[src/rtl/mux_round_robin_arbiter.sv]
// Round-robin arbiter that owns the select/enable of a 16:1 mux, one grant at a time.
// Latency: one cycle from a sampled request to a registered grant; re-arbitration happens on the release edge.
// No backpressure: a grant lasts until its request drops, the enable drops, or the hold limit is reached.
module mux_round_robin_arbiter #(
  parameter int unsigned HOLD_CYCLES = 4
) (
  input  logic        ClkIn,
  input  logic        RstNIn,
  input  logic        GlobalEnIn,
  input  logic [15:0] ReqIn,
  output logic [3:0]  SelectOut,
  output logic        EnableOut,
  output logic [15:0] GrantOut,
  output logic        BusyOut
);

  typedef enum logic {
    Idle  = 1'b0,
    Grant = 1'b1
  } stateT;

  stateT       state;
  stateT       stateNext;
  logic [3:0]  ptr;
  logic [3:0]  ptrNext;
  logic [3:0]  cnt;
  logic [3:0]  cntNext;
  logic [3:0]  selNext;
  logic [15:0] grantNext;
  logic        relNow;
  logic        canGrant;
  logic [3:0]  searchBase;
  logic [4:0]  pick;

  // First set request at or above base, wrapping 15 -> 0; bit 4 flags that one was found.
  // The loop runs from the farthest offset down so the nearest offset is written last and wins.
  function automatic logic [4:0] pickFrom(input logic [15:0] req, input logic [3:0] base);
    logic [3:0] idx;
    pickFrom = '0;
    for (int i = 15; i >= 0; i--) begin
      idx = base + 4'(i);
      if (req[idx]) begin
        pickFrom = {1'b1, idx};
      end
    end
  endfunction

  // A grant is released when its owner stops requesting, the arbiter is disabled, or the hold limit is hit.
  // On release the search starts just past the outgoing owner, so that owner has lowest priority.
  always_comb begin
    relNow     = (state == Grant) &&
                 (!ReqIn[SelectOut] || !GlobalEnIn || (cnt == 4'(HOLD_CYCLES)));
    searchBase = relNow ? 4'(SelectOut + 4'd1) : ptr;
    pick       = pickFrom(ReqIn, searchBase);
    canGrant   = GlobalEnIn && pick[4];
  end

  // Next-state, pointer, counter and registered outputs.
  always_comb begin
    stateNext = state;
    ptrNext   = ptr;
    cntNext   = cnt;
    selNext   = SelectOut;
    grantNext = GrantOut;
    case (state)
      Idle: begin
        cntNext   = 4'd0;
        grantNext = '0;
        if (canGrant) begin
          stateNext = Grant;
          selNext   = pick[3:0];
          cntNext   = 4'd1;
          grantNext = 16'b1 << pick[3:0];
        end
      end
      Grant: begin
        if (relNow) begin
          ptrNext = 4'(SelectOut + 4'd1);
          if (canGrant) begin
            selNext   = pick[3:0];
            cntNext   = 4'd1;
            grantNext = 16'b1 << pick[3:0];
          end else begin
            stateNext = Idle;
            cntNext   = 4'd0;
            grantNext = '0;
          end
        end else begin
          cntNext = 4'(cnt + 4'd1);
        end
      end
      default: begin
        stateNext = Idle;
        cntNext   = 4'd0;
        grantNext = '0;
      end
    endcase
  end

  // State register; reset clears everything without waiting for a clock.
  always_ff @(posedge ClkIn or negedge RstNIn) begin
    if (!RstNIn) begin
      state     <= Idle;
      ptr       <= 4'd0;
      cnt       <= 4'd0;
      SelectOut <= 4'd0;
      GrantOut  <= '0;
    end else begin
      state     <= stateNext;
      ptr       <= ptrNext;
      cnt       <= cntNext;
      SelectOut <= selNext;
      GrantOut  <= grantNext;
    end
  end

  assign EnableOut = (state == Grant);
  assign BusyOut   = (state == Grant);

endmodule

[config.mk]
export PLATFORM = sky130hd
export DESIGN_NAME = mux_round_robin_arbiter
export DESIGN_NICKNAME = d
export VERILOG_FILES = /design/src/rtl/mux_round_robin_arbiter.sv
export SDC_FILE = /design/constraint.sdc
export NUM_CORES = 1
export LEC_CHECK = 0
export CORE_MARGIN = 10
export CORE_UTILIZATION = 30
export CTS_CLUSTER_SIZE = 8
export DETAILED_ROUTE_END_ITERATION = 10
export PLACE_DENSITY = 0.54
export RECOVER_POWER = 50
export SLEW_MARGIN = 10
export SYNTH_ARGS = -nofsm -noshare
export SYNTH_HDL_FRONTEND = slang
export SYNTH_SLANG_ARGS = --single-unit
[constraint.sdc]
create_clock -name ClkIn -period 10.1 [get_ports ClkIn]
set_clock_uncertainty 0.1 [all_clocks]
set_input_delay 2.525 -clock ClkIn [delete_from_list [all_inputs] [get_ports ClkIn]]
set_output_delay 2.525 -clock ClkIn [all_outputs]
set_load 0.005 [all_outputs]
==> key figures <==
Status
  • Status: finished, violations left
  • Failing checks: max-capacitance violations, max-slew violations

Setup path
  • Critical Path AT: 8.66 ns
  • Cell mode on critical path: or3_4
  • Max incr delay on CP: 0.72 ns
  • Startpoint types: input pin
  • Setup CP Type: in2reg
  • CP endpoint kind: flip-flop
  • Top delay family on crit path: simple AND/OR/NAND/NOR gates
  • Max FO, Critical Path: 17
  • Cells along the critical path: clkdlybuf4s50_1, mux4_1, nor2_1, o31a_2, a21o_1, nand2_1, inv_1, ha_1, a21oi_1, xnor2_1, mux4_2, or3_4, a2111oi_4, o31ai_2, or3_4, o31ai_1
  • Req. time, crit path: 10.17 ns
  • CP bufs+invs: 2
  • CP max-delay cell: mux4_2

Clocking
  • Worst-Skew Late Latency: roughly 0.27 ns
  • Clk sinks: 29
  • CTS tree: yes
  • Clock root cell: clkbuf_16
  • CTS Buffer Depth: 2
  • CTS H-Tree Depth: 2
  • Post-CTS Setup Inserts: 0
  • CTS-repair resized insts: 0
  • Hold_buf cts: 0
  • CTS clk-pin slew, worst paths: 0.05 ns
  • Num CTS Buffers: 5

Timing
  • # setup viols final: 0
  • F_max: roughly 120 MHz
  • Slew @ Worst Pin: between 1.5 and 2 ns
  • Period utilization: 85.01%
  • RSZ-0062 raised after global routing: false
  • Setup_tns: 0 ns
  • Max Slew Vio Count: 30
  • Final hold violations: 0
  • Post-layout min period: between 8 and 9 ns
  • Slew headroom: -5.925%

Final layout
  • Layout area overhead: 14.29%
  • Diode count: 0
  • Nets: 576
  • Layout cells sized above 1: 11.84%

Synthesis
  • Number of flops mapped to enable cells by yosys: 0
  • Seq cells post-synth: 29
  • Synthesis warning total: 0
  • Synth cell types: 82
  • Most common cell in the netlist: nand2_1
  • Syn Inst Count: 524
  • Dominant cells by area after synthesis: dfrtp_1, mux2i_1, mux4_2, o21ai_0, nand3_1
  • Synthesized Nets: ~550
  • Avg Inst Size Synth: 8.422 µm²
  • Most used DFF post-synth: dfrtp_1
  • Yosys top cell area share: 16.44%
  • Mapped Area: approximately 0.0044 mm²
  • Fraction of registers with async set/reset: 100.0%
  • Synth top cells by count: nand2_1, mux2i_1, o21ai_0, nand3_1, dfrtp_1
  • Area leader, netlist: dfrtp_1
  • Register area share after synthesis: 16.44%

Global routing
  • Initial antenna violation count: 0
  • Global-route wire length before repair: 26140 µm
  • Pin count of the biggest net entering global routing: 35
  • GRT Util Overall: 16.03%
  • Vias in the first global route: around 4500
  • Total grt overflow: 0

Floorplan
  • Initial Utilization: 30.48%
  • Core Region: 0.01448 mm²
  • Die outline height: 141.3 µm
  • FP Rows: 44
  • Full die area: 0.01996 mm²
  • Chip width: roughly 140 µm
  • Ports: 41

Detailed routing
  • Post-Route WL: 16630 µm
  • Routed len/inst: 22.68 µm
  • DR vias: 4675
  • DR iter-0 viols: 563
  • # DRC: 0
  • Detail Route Antenna Nets: 0
  • Vias per cell: 6.378
  • Drt first pass iters: 5

Placement
  • Final GP Congestion: 0.9772
  • IO buf count: 40
  • Final HPWL DP: 12900 µm

Run
  • Maxcap violations: 1

Worst hold path
  • HP Class: reg2reg
## state kept, by name, summed over array words and instances, names as in the netlist
name	flops
ptr	4
SelectOut	4
cnt	4
BusyOut	1
GrantOut	16
## worst paths after layout
path	depth (start not counted)	endpoint	from	slack [ns]
max in group asynchronous	2	GrantOut[14]	RstNIn	5.89
min in group asynchronous	2	cnt[3]	RstNIn	3.08
min reg2reg	2	GrantOut[3]	GrantOut[3]	0.37
max	16	GrantOut[15]	ReqIn[9]	1.51
min	2	GrantOut[3]	GrantOut[3]	0.37
max reg2reg	15	GrantOut[15]	SelectOut[0]	3.52
## layout by cell type, fill, tap and decap left out, types with 7 or more instances in the layout
cell type / instances
and3_1: 7
o21ai_0: 40
dfrtp_1: 29
mux2i_1: 40
nor3_1: 11
clkdlybuf4s50_1: 28
o31ai_1: 16
a21oi_1: 28
a21o_1: 8
ha_1: 9
mux4_2: 13
xnor2_1: 11
a22oi_1: 14
a31oi_1: 7
o211ai_1: 9
dlygate4sd3_1: 12
nor2_1: 25
mux2_2: 14
nand3_1: 35
nand2_1: 41
inv_1: 20
## cell type report
class                   count  area [µm²]
multi-input cells         445        3432
well taps                 184       230.2
fillers                  1549        9435
clock inverters             2       10.01
inverters                  22       82.58
flip-flops and latches     29       725.7
clock buffers               6       128.9
repair buffers             45       434.2
## logic make-up after synthesis
kind of cell / share of synthesized area (%)
flip-flops: 16.44
XOR/XNOR: 2.382
multiplexers: 22.85
AO/OA/AOI/OAI: 32.04
adder cells (fa/ha/maj): 2.552
buffers and inverters: 5.784
AND/OR/NAND/NOR: 17.95
## tightest hold or removal path, delay by kind of cell (launching register included)
kind / cells / cell delay [ns]
compound gates: 1 / 0.06
flops: 1 / 0.33
simple gates: 1 / 0.05
## routing by layer
layer	vias to the layer above	share of wire, %	track usage (%)
met1	2274	46	22.71
met2	253	45	24.61
li1	2119	-	-
met4	0	2.1	4.674
met3	29	7.1	2.203
met5	-	0	0
## through the flow
| step | instance area, µm² | setup WS [ns] | hold WS (ns) | util, % | cells |
|---|---|---|---|---|---|
| after CTS | 5047 | 1.622 | 0.3845 | 34.86 | 733 |
| after global placement | 4908 | 1.473 | 0.3656 | 33.90 | 725 |
| after detailed placement | 4908 | 1.362 | 0.3778 | 33.90 | 725 |
| after global routing | 5044 | 1.036 | 0.4132 | 34.83 | 733 |
| final | 5044 | 1.514 | 0.3740 | 34.83 | 733 |
| after floorplan | 4413 | 2.380 | 0.3697 | - | 524 |
Power is not shown: default switching activity piles up to over one toggle a cycle in this logic, so the estimate is an artifact.
